**src/rtl/pipe_hazard_ctrl_pkg.sv**
```systemverilog
// Shared types, encodings and helpers for the pipeline hazard controller.
// Also provides the register-address width and state-encoding macros.

`ifndef PIPE_HAZARD_CTRL_DEFINES
`define PIPE_HAZARD_CTRL_DEFINES
`define REG_32_ADDR_LEN 5
`define HZ_RUN      2'd0
`define HZ_MEM_WAIT 2'd1
`define HZ_ERR      2'd2
`endif

package pipe_hazard_ctrl_pkg;

  localparam int unsigned REG_W = `REG_32_ADDR_LEN;
  localparam int unsigned ST_W  = 2;

  typedef enum logic [ST_W-1:0] {
    HZ_ST_RUN      = `HZ_RUN,
    HZ_ST_MEM_WAIT = `HZ_MEM_WAIT,
    HZ_ST_ERR      = `HZ_ERR,
    HZ_ST_RSVD     = 2'd3
  } hz_state_e;

  // Pipeline control bundle driven towards the datapath
  typedef struct packed {
    logic pc_hold;
    logic if_id_hold;
    logic if_id_flush;
    logic id_exe_bubble;
    logic pipe_freeze;
  } hz_ctrl_t;

  localparam hz_ctrl_t HZ_CTRL_NONE = '0;

  localparam hz_ctrl_t HZ_CTRL_FREEZE = '{
    pc_hold:       1'b1,
    if_id_hold:    1'b1,
    if_id_flush:   1'b0,
    id_exe_bubble: 1'b0,
    pipe_freeze:   1'b1
  };

  // Controls when memory is not stalling: a taken branch beats a data hazard
  function automatic hz_ctrl_t hz_run_ctrl(input logic br_taken, input logic data_stall);
    hz_ctrl_t c;
    c = HZ_CTRL_NONE;
    if (br_taken) begin
      c.if_id_flush   = 1'b1;
      c.id_exe_bubble = 1'b1;
    end else if (data_stall) begin
      c.pc_hold       = 1'b1;
      c.if_id_hold    = 1'b1;
      c.id_exe_bubble = 1'b1;
    end
    return c;
  endfunction

endpackage

```
**src/rtl/pipe_hazard_ctrl_src_match.sv**
```systemverilog
// hz_src_match: one ID source operand against one in-flight destination.
// Register 0 is hard-wired to zero and therefore never matches.

module hz_src_match
  import pipe_hazard_ctrl_pkg::*;
(
  input  logic             i_use,
  input  logic [REG_W-1:0] i_src,
  input  logic             i_wb_en,
  input  logic [REG_W-1:0] i_dest,
  output logic             o_hit
);

  // Hit when the source is read, non-zero, and the producer writes it back
  assign o_hit = i_use & (i_src != '0) & i_wb_en & (i_dest == i_src);

endmodule

```
**src/rtl/pipe_hazard_ctrl.sv**
```systemverilog
// pipe_hazard_ctrl: RAW hazard stall, taken-branch squash and data-memory
// freeze sequencing for the 5-stage pipeline.
// Optional macro FORWARDING_EN: when defined only load-use hazards stall;
// otherwise any dependency on ID/EXE or EXE/MEM stalls.

module pipe_hazard_ctrl
  import pipe_hazard_ctrl_pkg::*;
#(
  parameter int unsigned MEM_TIMEOUT = 255,
  parameter int unsigned CNT_W       = 16
) (
  input  logic                        i_sys_clk,
  input  logic                        i_sys_rst,
  input  logic [`REG_32_ADDR_LEN-1:0] i_id_src1,
  input  logic [`REG_32_ADDR_LEN-1:0] i_id_src2,
  input  logic                        i_id_use_src1,
  input  logic                        i_id_use_src2,
  input  logic [`REG_32_ADDR_LEN-1:0] i_exe_dest,
  input  logic                        i_exe_wb_en,
  input  logic                        i_exe_mem_rd_en,
  input  logic [`REG_32_ADDR_LEN-1:0] i_mem_dest,
  input  logic                        i_mem_wb_en,
  input  logic                        i_br_taken,
  input  logic                        i_mem_req,
  input  logic                        i_mem_ack,
  output logic                        o_pc_hold,
  output logic                        o_if_id_hold,
  output logic                        o_if_id_flush,
  output logic                        o_id_exe_bubble,
  output logic                        o_pipe_freeze,
  output logic                        o_mem_err,
  output logic [ST_W-1:0]             o_state,
  output logic [CNT_W-1:0]            o_stall_cnt
);

  hz_state_e        r_state;
  hz_state_e        w_state_nxt;
  logic [CNT_W-1:0] r_wait_cnt;
  logic [CNT_W-1:0] r_stall_cnt;
  logic             r_mem_err;
  logic             w_data_stall;
  logic             w_mem_busy;
  logic             w_wait_expired;
  hz_ctrl_t         w_run_ctrl;
  hz_ctrl_t         w_ctrl;

  assign w_mem_busy     = i_mem_req & ~i_mem_ack;
  assign w_wait_expired = (r_wait_cnt == CNT_W'(MEM_TIMEOUT - 1));

`ifdef FORWARDING_EN
  logic w_exe_hit1;
  logic w_exe_hit2;
  logic w_unused_mem;

  // EXE/MEM results are always forwarded, so those inputs are not needed
  assign w_unused_mem = ^{i_mem_dest, i_mem_wb_en};

  hz_src_match u_exe_hit1 (
    .i_use   (i_id_use_src1),
    .i_src   (i_id_src1),
    .i_wb_en (i_exe_wb_en),
    .i_dest  (i_exe_dest),
    .o_hit   (w_exe_hit1)
  );

  hz_src_match u_exe_hit2 (
    .i_use   (i_id_use_src2),
    .i_src   (i_id_src2),
    .i_wb_en (i_exe_wb_en),
    .i_dest  (i_exe_dest),
    .o_hit   (w_exe_hit2)
  );

  // Only a load in ID/EXE cannot be forwarded in time
  assign w_data_stall = (w_exe_hit1 | w_exe_hit2) & i_exe_mem_rd_en;
`else
  logic w_exe_hit1;
  logic w_exe_hit2;
  logic w_mem_hit1;
  logic w_mem_hit2;
  logic w_unused_rd;

  // Without forwarding the load flag does not change the stall decision
  assign w_unused_rd = i_exe_mem_rd_en;

  hz_src_match u_exe_hit1 (
    .i_use   (i_id_use_src1),
    .i_src   (i_id_src1),
    .i_wb_en (i_exe_wb_en),
    .i_dest  (i_exe_dest),
    .o_hit   (w_exe_hit1)
  );

  hz_src_match u_exe_hit2 (
    .i_use   (i_id_use_src2),
    .i_src   (i_id_src2),
    .i_wb_en (i_exe_wb_en),
    .i_dest  (i_exe_dest),
    .o_hit   (w_exe_hit2)
  );

  hz_src_match u_mem_hit1 (
    .i_use   (i_id_use_src1),
    .i_src   (i_id_src1),
    .i_wb_en (i_mem_wb_en),
    .i_dest  (i_mem_dest),
    .o_hit   (w_mem_hit1)
  );

  hz_src_match u_mem_hit2 (
    .i_use   (i_id_use_src2),
    .i_src   (i_id_src2),
    .i_wb_en (i_mem_wb_en),
    .i_dest  (i_mem_dest),
    .o_hit   (w_mem_hit2)
  );

  // Any pending write to a source must retire before ID can proceed
  assign w_data_stall = w_exe_hit1 | w_exe_hit2 | w_mem_hit1 | w_mem_hit2;
`endif

  assign w_run_ctrl = hz_run_ctrl(i_br_taken, w_data_stall);

  // State register
  always_ff @(posedge i_sys_clk) begin
    if (i_sys_rst) r_state <= HZ_ST_RUN;
    else           r_state <= w_state_nxt;
  end

  // Next-state: enter wait on an unacked request, give up after the timeout
  always_comb begin
    w_state_nxt = r_state;
    case (r_state)
      HZ_ST_RUN: begin
        if (w_mem_busy) w_state_nxt = HZ_ST_MEM_WAIT;
      end
      HZ_ST_MEM_WAIT: begin
        if (i_mem_ack)           w_state_nxt = HZ_ST_RUN;
        else if (w_wait_expired) w_state_nxt = HZ_ST_ERR;
      end
      HZ_ST_ERR: begin
        w_state_nxt = HZ_ST_ERR;
      end
      default: begin
        w_state_nxt = HZ_ST_RUN;
      end
    endcase
  end

  // Outputs: memory freeze first, then branch/hazard; all quiet in reset
  always_comb begin
    w_ctrl = HZ_CTRL_NONE;
    if (!i_sys_rst) begin
      case (r_state)
        HZ_ST_RUN:      w_ctrl = w_mem_busy ? HZ_CTRL_FREEZE : w_run_ctrl;
        HZ_ST_MEM_WAIT: w_ctrl = i_mem_ack ? w_run_ctrl : HZ_CTRL_FREEZE;
        HZ_ST_ERR:      w_ctrl = HZ_CTRL_FREEZE;
        default:        w_ctrl = HZ_CTRL_NONE;
      endcase
    end
  end

  // Wait counter: cleared on entry to the wait, counts unacked wait cycles
  always_ff @(posedge i_sys_clk) begin
    if (i_sys_rst) begin
      r_wait_cnt <= '0;
    end else if (r_state == HZ_ST_RUN && w_mem_busy) begin
      r_wait_cnt <= '0;
    end else if (r_state == HZ_ST_MEM_WAIT) begin
      r_wait_cnt <= i_mem_ack ? '0 : r_wait_cnt + CNT_W'(1);
    end
  end

  // Saturating count of PC-hold cycles
  always_ff @(posedge i_sys_clk) begin
    if (i_sys_rst) begin
      r_stall_cnt <= '0;
    end else if (w_ctrl.pc_hold && (r_stall_cnt != '1)) begin
      r_stall_cnt <= r_stall_cnt + CNT_W'(1);
    end
  end

  // Sticky timeout flag, raised together with the entry into ERR
  always_ff @(posedge i_sys_clk) begin
    if (i_sys_rst) begin
      r_mem_err <= 1'b0;
    end else if (w_state_nxt == HZ_ST_ERR) begin
      r_mem_err <= 1'b1;
    end
  end

  assign o_pc_hold       = w_ctrl.pc_hold;
  assign o_if_id_hold    = w_ctrl.if_id_hold;
  assign o_if_id_flush   = w_ctrl.if_id_flush;
  assign o_id_exe_bubble = w_ctrl.id_exe_bubble;
  assign o_pipe_freeze   = w_ctrl.pipe_freeze;
  assign o_mem_err       = r_mem_err;
  assign o_state         = r_state;
  assign o_stall_cnt     = r_stall_cnt;

endmodule

```
**config.mk**
```make
export PLATFORM = sky130hd
export DESIGN_NAME = pipe_hazard_ctrl
export DESIGN_NICKNAME = d
export VERILOG_FILES = /design/src/rtl/pipe_hazard_ctrl_pkg.sv /design/src/rtl/pipe_hazard_ctrl_src_match.sv /design/src/rtl/pipe_hazard_ctrl.sv
export SDC_FILE = /design/constraint.sdc
export NUM_CORES = 1
export LEC_CHECK = 0
export ABC_AREA = 1
export CAP_MARGIN = 20
export CORE_MARGIN = 2
export CORE_UTILIZATION = 40
export CTS_BUF_LIST = sky130_fd_sc_hd__clkbuf_2
export DETAILED_ROUTE_END_ITERATION = 10
export GPL_ROUTABILITY_DRIVEN = 0
export GPL_TIMING_DRIVEN = 0
export SKIP_LAST_GASP = 1
export SLEW_MARGIN = 30
export SYNTH_ARGS = -nofsm -noshare
export SYNTH_HDL_FRONTEND = slang
export SYNTH_HIERARCHICAL = 1
export SYNTH_SLANG_ARGS = --single-unit
```
**constraint.sdc**
```tcl
create_clock -name i_sys_clk -period 5.43 [get_ports i_sys_clk]
set_input_delay 1.629 -clock i_sys_clk [delete_from_list [all_inputs] [get_ports i_sys_clk]]
set_output_delay 1.629 -clock i_sys_clk [all_outputs]
set_load 0.02 [all_outputs]
```
After elaboration in Yosys (flattened, before gate mapping) --
Index checks and enable logic that the tools add are counted.
Word-level totals: flip-flop bits (word level) 35, input port bits 30, output and inout port bits 24, word-level logic and storage cells 50
Cells by class: add/subtract/negate cells 2, equal/unequal tests 9, mux-type cells 14, bitwise logic cells 15, reduce and logical (&&, ||, !) cells 6
Operators by type and width (count):
- $add 16x1->16 const B | 2
- $eq 5x5->1 | 4
- $eq 16x8->1 const B | 1
- $mux 16 | 1
- $ne 16x16->1 const B | 1
- $mux 5 | 3
- $pmux 5 s3 | 1
- $and 1x1->1 | 11
- $mux 2 | 5
- $reduce_bool 5->1 | 2
- $pmux 2 s3 | 1
- $eq 2x2->1 const B | 2
- $mux 1 | 3
- $or 1x1->1 | 3
- $eq 2x1->1 const B | 1
- $logic_and 1x1->1 | 2
- $logic_not 2->1 | 1
- $reduce_or 2->1 | 1
- $not 1->1 | 1

Logic depth before layout (Yosys ltp) --
Gate-level depths: netlist of the first run.
word-level depth 13, gate-level depth with buffers 15, depth with buffers taken out 15

By module --
The synthesis of the first run kept the hierarchy.
By module, submodules not included:
- pipe_hazard_ctrl | times used 1, cells an instance 335, area an instance 2119.5 um^2, sequential area each 700.7 um^2
- hz_src_match | times used 4, cells an instance 32, area an instance 128.9 um^2, sequential area each 0.0 um^2

Worst setup path before layout of the first run --
OpenSTA, ideal clock, no wires.
kind input port to output port, start point input port i_mem_dest[0], end point output port o_pc_hold, data arrival time 2.634 ns, required time 3.801 ns, setup slack 1.167 ns, stages 13, path buffers 1, cell sequence inv_1 nand2_1 nand2_1 nor2_2 nand3_1 nor2_1 nor2_1 nand2_1 nand2_1 nand2_2 nand2_2 inv_1 buf_4
On the way: longest elaborated chain between the ends 9, elaborated cells on any way between the ends 12, classes of those cells 2 x eq/ne; 6 x mux; 4 x bitwise
RTL lines:
- start, declared | RTL line pipe_hazard_ctrl.sv:21 | input logic [`REG_32_ADDR_LEN-1:0] i_mem_dest,
- $eq 5x5->1 (*) | RTL line pipe_hazard_ctrl_src_match.sv:15 | assign o_hit = i_use & (i_src != '0) & i_wb_en & (i_dest == i_src);
- $and 1x1->1 (*) | RTL line pipe_hazard_ctrl_src_match.sv:15
- named net w_mem_hit1 | RTL line pipe_hazard_ctrl.sv:79 | logic w_mem_hit1;
- $or 1x1->1 (*) (2 in series) | RTL line pipe_hazard_ctrl.sv:119 | assign w_data_stall = w_exe_hit1 | w_exe_hit2 | w_mem_hit1 | w_mem_hit2;
- $mux 2 (*) | RTL line pipe_hazard_ctrl_pkg.sv:50 | end else if (data_stall) begin
- $mux 2 (*) | RTL line pipe_hazard_ctrl_pkg.sv:47 | if (br_taken) begin
- $mux 5 (on tied branches) | RTL line pipe_hazard_ctrl.sv:156, pipe_hazard_ctrl.sv:155
- $pmux 5 s3 (*) | RTL line pipe_hazard_ctrl.sv:154 | case (r_state)
- $mux 5 (*) | RTL line pipe_hazard_ctrl.sv:153 | if (!i_sys_rst) begin
- end, declared | RTL line pipe_hazard_ctrl.sv:26 | output logic o_pc_hold,
Mark *: on every way through the listed nets, which the timed path passes. The rest lies on a longest branch.

Worst setup path in the final report of the first run --
start point input port i_id_src2[3], end point output port o_id_exe_bubble
On the way: elaborated cells on any way between the ends 17, classes of those cells 2 x eq/ne; 6 x mux; 8 x bitwise; 1 x reduce/logical
RTL lines:
- start, declared | RTL line pipe_hazard_ctrl.sv:15 | input logic [`REG_32_ADDR_LEN-1:0] i_id_src2,
- $reduce_bool 5->1 | RTL line pipe_hazard_ctrl_src_match.sv:15
- $and 1x1->1 (2 in series) | RTL line pipe_hazard_ctrl_src_match.sv:15
- $and 1x1->1 (*) | RTL line pipe_hazard_ctrl_src_match.sv:15
- named net w_mem_hit2 | RTL line pipe_hazard_ctrl.sv:80 | logic w_mem_hit2;
- $or 1x1->1 (*) | RTL line pipe_hazard_ctrl.sv:119
- $mux 1 (*) | RTL line pipe_hazard_ctrl_pkg.sv:50
- $mux 1 (*) | RTL line pipe_hazard_ctrl_pkg.sv:47
- $mux 5 (on tied branches) | RTL line pipe_hazard_ctrl.sv:156, pipe_hazard_ctrl.sv:155
- $pmux 5 s3 (*) | RTL line pipe_hazard_ctrl.sv:154
- $mux 5 (*) | RTL line pipe_hazard_ctrl.sv:153
- end, declared | RTL line pipe_hazard_ctrl.sv:29 | output logic o_id_exe_bubble,
Marked as above.

==> reports/metrics.csv, run 1 <==
stage,metric,value,unit
outcome,status,"complete, no violations",
route,dr.pass1.iters,4,
worst_setup_path,crit_path_end_kind,output port,
clocking,clock_latency,390,ps
worst_setup_path,crit_fanout,4,
worst_hold_path,min_from,o_mem_err$_SDFFE_PP0N_,
die,initial_core_util,41.5,%
worst_setup_path,cp_data_required_time,3800,ps
place,dp_cells,592,
yosys,syn_inst,463,
power_and_ir_drop,swShare,30.1,%
global_routing,grt_pass1_vias,2808,
yosys,synth_warnings,6,
route,drc,0,
timing,post-route-period-util,96.4,%
power_and_ir_drop,ir_drop,0.136,mV
route,num_vias,2887,
timing,setup_viol,0,
yosys,syn_area,0.00264,mm2
place,dp_hpwl,5.64,mm
worst_hold_path,min_path_type,reg -> reg,
layout,layout.nets,555,
clocking,cts_tree,done,
power_and_ir_drop,internal-power,0.000380,W
clocking,clock_sinks,35,
worst_setup_path,r2r-end,o_stall_cnt[11]$_SDFFE_PP0P_,
die,core,0.00635,mm2
flow_run,drv_cap,0,
timing,slew_headroom,60.2,%
worst_setup_path,reg2reg_from,o_stall_cnt[0]$_SDFFE_PP0P_,
global_routing,antenna_found_initial,0,
layout,final_cell_mix,"166 x nand2_1, 77 x inv_1, 52 x nor2_1, 47 x clkdlybuf4s50_1, 35 x dfxtp_1",
timing,rsz0062_at_grt,false,
clocking,root_buffer,clkbuf_2,
worst_setup_path,cp-start-kind,input port,
clocking,clockBufferDepth,2,
power_and_ir_drop,power_frac_seq,48.3,%
route,drt_iter0_markers,104,
place,port_buffers,52,
timing,slew_violations,0,
die,num_rows,29,
worst_setup_path,crit_type,in -> out,
timing,fin_hold_ws,517,ps
die,ios,54,
timing,worst_slew_pin_slew,596,ps
yosys,ys_types,33,
power_and_ir_drop,switching_power,0.000163,W
die,dieWidth,85.2,um
layout,drive_gt1_share,7.65,%
clocking,clk_pin_slew,220,ps
layout,final_common_cell,nand2_1,
global_routing,grt_pass1_wl,12.3,mm
global_routing,grt_overflow,0,
die,die_area,0.00725,mm2
clocking,postCtsSetupBuffers,0,
layout,syn2layout_area_growth,25.7,%
die,die_height,85.2,um
route,ant_nets,0,
global_routing,grtUsageTotal,20.8,%
clocking,cts.htree.levels,2,
global_routing,grt_max_degree,12,
timing,finalHoldViolCount,0,
route,finalWirelength,7.16,mm
layout,fin_util,52.2,%
layout,fin_cells,600,
power_and_ir_drop,pwr-share-clk,32.3,%
route,wire_per_inst,11.9,um
worst_hold_path,hold_path_end,o_mem_err$_SDFFE_PP0N_,
worst_setup_path,worstPathArrival,3600,ps
clocking,cts_buffers,5,
yosys,yosysSeqAreaShare,26.6,%
timing,fmax,191,MHz
power_and_ir_drop,power.leakage,1.49,nW
timing,min_period,5230,ps
route,viasPerCell,4.81,
power_and_ir_drop,pwr-share-comb,19.4,%
timing,tns,0,ps
timing,fin_skew,21.0,ps
power_and_ir_drop,power_density,164,mW/mm2
worst_setup_path,r2r_cells,9,
worst_hold_path,holdPathStages,2,
yosys,syn_avg_cell_area,5.69,um2
worst_setup_path,setup.worst_path.start,i_id_src2[3],
layout,antenna_cells,0,
yosys,syn_nets,496,
yosys,synth_seq_cells,35,
worst_setup_path,ff2ff_setup_slack,3740,ps
[Yosys cell counts]
master | number | area (um2)
nor2_1 | 52 | 195
a221oi_1 | 1 | 8.76
a22oi_1 | 1 | 7.51
nand4_1 | 6 | 37.5
a211oi_1 | 3 | 22.5
or2_1 | 1 | 6.26
a21oi_1 | 25 | 125
nand2_2 | 2 | 12.5
o211ai_1 | 1 | 7.51
xnor2_1 | 5 | 43.8
buf_4 | 2 | 15.0
buf_6 | 2 | 22.5
a31oi_1 | 4 | 25.0
nor3_1 | 4 | 20.0
nand2_1 | 166 | 623
inv_2 | 2 | 7.51
buf_2 | 2 | 10.0
clkbuf_1 | 1 | 3.75
ha_1 | 3 | 37.5
a21oi_2 | 7 | 61.3
nor2_4 | 1 | 11.3
a21boi_0 | 1 | 7.51
nor2_2 | 12 | 75.1
nand3_1 | 27 | 135
dfxtp_1 | 35 | 701
nand3b_1 | 1 | 7.51
xor2_1 | 2 | 17.5
o21ai_1 | 1 | 5.00
nand3_2 | 2 | 20.0
inv_1 | 77 | 289
o21ai_0 | 12 | 60.1
o21bai_1 | 1 | 7.51
or2_2 | 1 | 6.26
[metal layers]
| metal | vias to the layer above | part of all wire, % | global-route usage [%] |
|---|---|---|---|
| li1 | 1548 | - | - |
| met1 | 1288 | 49 | 26.4 |
| met2 | 44 | 47 | 36.4 |
| met3 | 7 | 2.9 | 3.31 |
| met4 | 0 | 1.0 | 5.48 |
| met5 | - | 0 | 0 |
[metrics by stage]
step / total power [W] / cell area (um2) / setup WS, ps
2_1_floorplan: 0.000323 / 2640 / 1170
3_3_place_gp: 0.000373 / 3250 / -70.3
3_5_place_dp: 0.000374 / 3250 / -107
4_1_cts: 0.000548 / 3310 / 46.4
5_1_grt: 0.000571 / 3310 / 22.5
6_report: 0.000543 / 3310 / 198
[layout make-up]
cell class	instances	area, um2
Fill cell	683	3040
Multi-Input combinational cell	342	1590
Sequential cell	35	701
Timing Repair Buffer	52	518
Inverter	79	297
Tap cell	77	96.3
Buffer	7	51.3
Clock inverter	3	38.8
Clock buffer	5	25.0
[logic make-up (layout without fill, tap and decap cells)]
group,after synthesis,in the layout,share of synthesized area (%)
flip-flops,35,35,26.6
buffers and inverters,86,146,13.2
adder cells (fa/ha/maj),3,3,1.42
AND/OR/NAND/NOR,275,275,43.6
AO/OA/AOI/OAI,57,57,12.8
XOR/XNOR,7,7,2.33
[flip-flops by register name, summed over array words and instances (netlist names)]
signal / count
o_stall_cnt: 16
o_state: 2
o_mem_err: 1
r_wait_cnt: 16
[how the worst max path moves through the flow]
stage / to / slack, ps / cells after the start
2_1_floorplan: o_pc_hold / 1170 / 13
3_3_place_gp: o_pc_hold / -70 / 15
3_5_place_dp: o_pc_hold / -110 / 15
4_1_cts: o_if_id_hold / 50 / 14
5_1_grt: o_id_exe_bubble / 20 / 12
6_report: o_id_exe_bubble / 200 / 12
[worst max-delay path: stages]
cell and delay [ps]:
clkdlybuf4s50_1 520, inv_1 80, nand2_1 60, nand2_1 60, nor2_1 130, nand3_1 90, nor2_1 100, nor2_1 50
nand2_1 70, o21ai_0 80, nor2_1 90, clkdlybuf4s50_1 630
[power by group through the flow]
stage | sequential [W] | combinational, W | clock [W]
after floorplan | 0.000269 | 0.0000544 | 0
after global placement | 0.000267 | 0.000105 | 0
after detailed placement | 0.000267 | 0.000106 | 0
after CTS | 0.000262 | 0.000106 | 0.000180
after global routing | 0.000263 | 0.000118 | 0.000190
final | 0.000262 | 0.000105 | 0.000176
[what timing repair did]
item | CTS | global route
endpoints found under the setup margin | 2 | 1
gates resized for setup | 4 | 1
hold buffers | 0 | 0
Note: power is estimated with default switching activity, not from simulation.
==> inputs of run 2 (changes only) <==
--- a/config.mk
+++ b/config.mk
@@ -7,15 +7,17 @@
 export LEC_CHECK = 0
 export ABC_AREA = 1
 export CAP_MARGIN = 20
-export CORE_MARGIN = 2
+export CELL_PAD_IN_SITES_DETAIL_PLACEMENT = 1
+export CELL_PAD_IN_SITES_GLOBAL_PLACEMENT = 1
+export CORE_MARGIN = 4
 export CORE_UTILIZATION = 40
 export CTS_BUF_LIST = sky130_fd_sc_hd__clkbuf_2
 export DETAILED_ROUTE_END_ITERATION = 10
 export GPL_ROUTABILITY_DRIVEN = 0
 export GPL_TIMING_DRIVEN = 0
+export PLACE_DENSITY_LB_ADDON = 0.1
 export SKIP_LAST_GASP = 1
 export SLEW_MARGIN = 30
 export SYNTH_ARGS = -nofsm -noshare
 export SYNTH_HDL_FRONTEND = slang
-export SYNTH_HIERARCHICAL = 1
 export SYNTH_SLANG_ARGS = --single-unit
==> run 2 against run 1 <==
Flip-flop and latch count stayed put. Via count is 14% lower. Critical endpoint is now o_if_id_flush. Worst hold slack worse by 16 ps. Count of clock-buffer cells in the layout is 1 higher. Critical path depth is 5 lower. Die area is 3.0% higher. Cell count is 19% lower. First-iteration DRC count is 49% lower. Area after synthesis is 6.6% lower. Register-to-register slack worse by 210 ps. Maximum frequency is 0.83% lower.
==> reports/metrics.csv, run 2 <==
stage,metric,value,unit,change
clocking,clockBufferDepth,2,,unchanged
yosys,ys_types,40,,+21%
yosys,syn_area,0.00246,mm2,-6.6%
timing,fin_skew,21.5,ps,+0.533 ps
worst_setup_path,worstPathArrival,3650,ps,+50 ps
timing,slew_violations,0,,unchanged
die,die_area,0.00747,mm2,+3.0%
global_routing,antenna_found_initial,0,,unchanged
die,core,0.00596,mm2,-6.2%
worst_setup_path,max_stage_delay,660,ps,+30 ps
worst_hold_path,min_path_type,reg -> reg,,
yosys,synth_fa_ha_area_share,1.53,%,+0.10 points
power_and_ir_drop,ir_drop,0.108,mV,-21%
die,die_height,86.4,um,+1.5%
timing,setup_slack,154,ps,-43.8 ps
route,num_vias,2496,,-14%
route,viasPerCell,5.13,,+6.5%
clocking,clock_sinks,35,,unchanged
route,drc,0,,unchanged
yosys,synth_common_cells,"68 x nand2_1, 44 x inv_1, 43 x nor2_1",,
route,finalWirelength,6.97,mm,-2.7%
clocking,clk_pin_slew,190,ps,-30 ps
yosys,yosysSeqAreaShare,28.5,%,+1.9 points
global_routing,grt_pass1_vias,2557,,-8.9%
clocking,cts_tree,done,,
clocking,postCtsSetupBuffers,0,,unchanged
route,wire_per_inst,14.3,um,+20%
yosys,yosys.area_share.simple,36.6,%,-7.1 points
layout,fin_util,52.2,%,+0.071 points
yosys,ys.flop_type,dfxtp_1,,
place,pre_cts_slack,-44.0,ps,+63.5 ps
worst_setup_path,crit_type,in -> out,,
place,dp_cells,479,,-19%
worst_setup_path,crit_path_end_kind,output port,,
worst_setup_path,path_cells,clkdlybuf4s50_1 -> inv_1 -> nand2_1 -> nor3_1 -> or2_2 -> nor4_1 -> clkdlybuf4s50_1,,
route,dr.pass1.iters,4,,unchanged
yosys,synth_xor_xnor_area_share,9.96,%,+7.6 points
power_and_ir_drop,power.leakage,1.19,nW,-20%
route,ant_nets,0,,unchanged
timing,post-route-period-util,97.2,%,+0.81 points
die,num_rows,28,,-3.4%
yosys,syn_inst,353,,-24%
layout,syn2layout_area_growth,26.4,%,
worst_setup_path,crit_fanout,3,,-1
layout,final_common_cell,nand2_1,,
global_routing,grt_pass1_wl,12.1,mm,-2.1%
yosys,yosys.area.top_type,dfxtp_1,,
layout,layout.nets,444,,-20%
yosys,synth_compound_area_share,12.2,%,-0.67 points
place,port_buffers,51,,-1.9%
global_routing,grt_max_degree,12,,unchanged
yosys,synthTopCellsByArea,"dfxtp_1 28%, nand2_1 10%, inv_1 6.7%, nor2_1 6.6%, xor2_1 5.7%",,
layout,antenna_cells,0,,unchanged
yosys,syn_avg_cell_area,6.97,um2,+23%
timing,slew_headroom,69.0,%,+8.8 points
layout,drive_gt1_share,12.6,%,+5.0 points
yosys,synth_seq_cells,35,,unchanged
yosys,synth_edf_count,0,,unchanged
layout,fin_area,0.00311,mm2,-6.1%
clocking,root_buffer,clkbuf_2,,
route,drt_iter0_markers,53,,-49%
yosys,ys_async_sr_fraction,0,%,unchanged
clocking,cts_buffers,5,,unchanged
timing,worst_slew_pin_slew,465,ps,-132 ps
outcome,status,"complete, no violations",,
die,dieWidth,86.4,um,+1.5%
worst_setup_path,cp-start-kind,input port,,
timing,setup_viol,0,,unchanged
yosys,yosysMostFrequentCell,nand2_1,,
die,initial_core_util,41.3,%,-0.17 points
yosys,synth_top_family_by_area,simple AND/OR/NAND/NOR gates,,
timing,rsz0062_at_grt,false,,
place,dp_hpwl,5.62,mm,-0.37%
power_and_ir_drop,power_density,159,mW/mm2,-3.0%
layout,final_cell_mix,"68 x nand2_1, 48 x clkdlybuf4s50_1, 44 x inv_1, 43 x nor2_1, 35 x dfxtp_1",,
die,ios,54,,unchanged
yosys,synth_warnings,0,,-6
timing,finalHoldViolCount,0,,unchanged
yosys,synthMuxAreaShare,0,%,unchanged
layout,fin_cells,487,,-19%
global_routing,grt_overflow,0,,unchanged
place,dpl_cell_area,0.00307,mm2,-5.7%
clocking,clock_latency,370,ps,-20 ps
worst_setup_path,path_common_cell,clkdlybuf4s50_1,,
clocking,cts.htree.levels,2,,unchanged
yosys,syn_nets,386,,-22%
worst_setup_path,cp_data_required_time,3800,ps,about the same
timing,min_period,5280,ps,+43.8 ps
yosys,synth_top_area_share,28.5,%,+1.9 points
timing,fmax,190,MHz,-0.83%
worst_setup_path,cp_slowest_cell,clkdlybuf4s50_1,,
global_routing,grtUsageTotal,20.0,%,-0.76 points
flow_run,drv_cap,0,,unchanged
run 2: routing by layer:
| layer | GRT usage [%] | up-vias | wire (um) |
|---|---|---|---|
| met2 | 33.3 | 46 | 3220 |
| met1 | 27.2 | 1179 | 3390 |
| met3 | 3.14 | 6 | 291 |
| li1 | - | 1265 | - |
| met4 | 4.67 | 0 | 71 |
| met5 | 0 | - | 0 |
run 2: worst paths after layout:
| kind | start | to | slack, ps | depth (start not counted) |
|---|---|---|---|---|
| setup / recovery | i_mem_ack | o_if_id_flush | 150 | 7 |
| hold / removal | o_stall_cnt[15]$_SDFFE_PP0P_ | o_stall_cnt[15]$_SDFFE_PP0P_ | 500 | 2 |
| setup reg to reg | o_stall_cnt[0]$_SDFFE_PP0P_ | o_stall_cnt[6]$_SDFFE_PP0P_ | 3530 | 8 |
| hold reg to reg | o_stall_cnt[15]$_SDFFE_PP0P_ | o_stall_cnt[15]$_SDFFE_PP0P_ | 500 | 2 |
run 2: critical path: cells and delay by family:
family | cells | cell delay (ps)
buffers and inverters | 3 | 1320
and+or+nand+nor | 4 | 700
run 2: report_power, final:
part	internal [W]	switching [W]
sequential	0.000259	0.00000229
combinational	0.0000486	0.0000600
clock	0.0000329	0.0000914
total	0.000341	0.000154
run 2: final cells by class:
| class | count | area (um2) |
|---|---|---|
| Fill cell | 794 | 2840 |
| Multi-Input combinational cell | 261 | 1480 |
| Sequential cell | 35 | 701 |
| Timing Repair Buffer | 51 | 514 |
| Inverter | 48 | 180 |
| Buffer | 9 | 98.8 |
| Tap cell | 75 | 93.8 |
| Clock buffer | 6 | 30.0 |
| Clock inverter | 2 | 12.5 |
run 2: metrics by stage:
stage | power (W) | setup TNS [ps] | hold WS, ps
CTS | 0.000505 | 0 | 498
global route | 0.000525 | 0 | 534
floorplan | 0.000327 | 0 | 442
global placement | 0.000374 | 0 | 460
finish | 0.000494 | 0 | 500
detailed placement | 0.000376 | -44.0 | 473
run 2: cells by family (layout without fill, tap and decap cells):
kind of cell,Yosys count,count (layout)
compound gates,46,46
fa+ha+maj,3,3
buf+inv,57,116
flops,35,35
simple gates,184,184
xor+xnor,28,28
run 2: repair_timing:
item	4_1_cts	5_1_grt
hold buffers	0	0
endpoints found under the hold margin	0	0
pin swaps	0	0
gates resized for setup	1	2
endpoints found under the setup margin	1	2
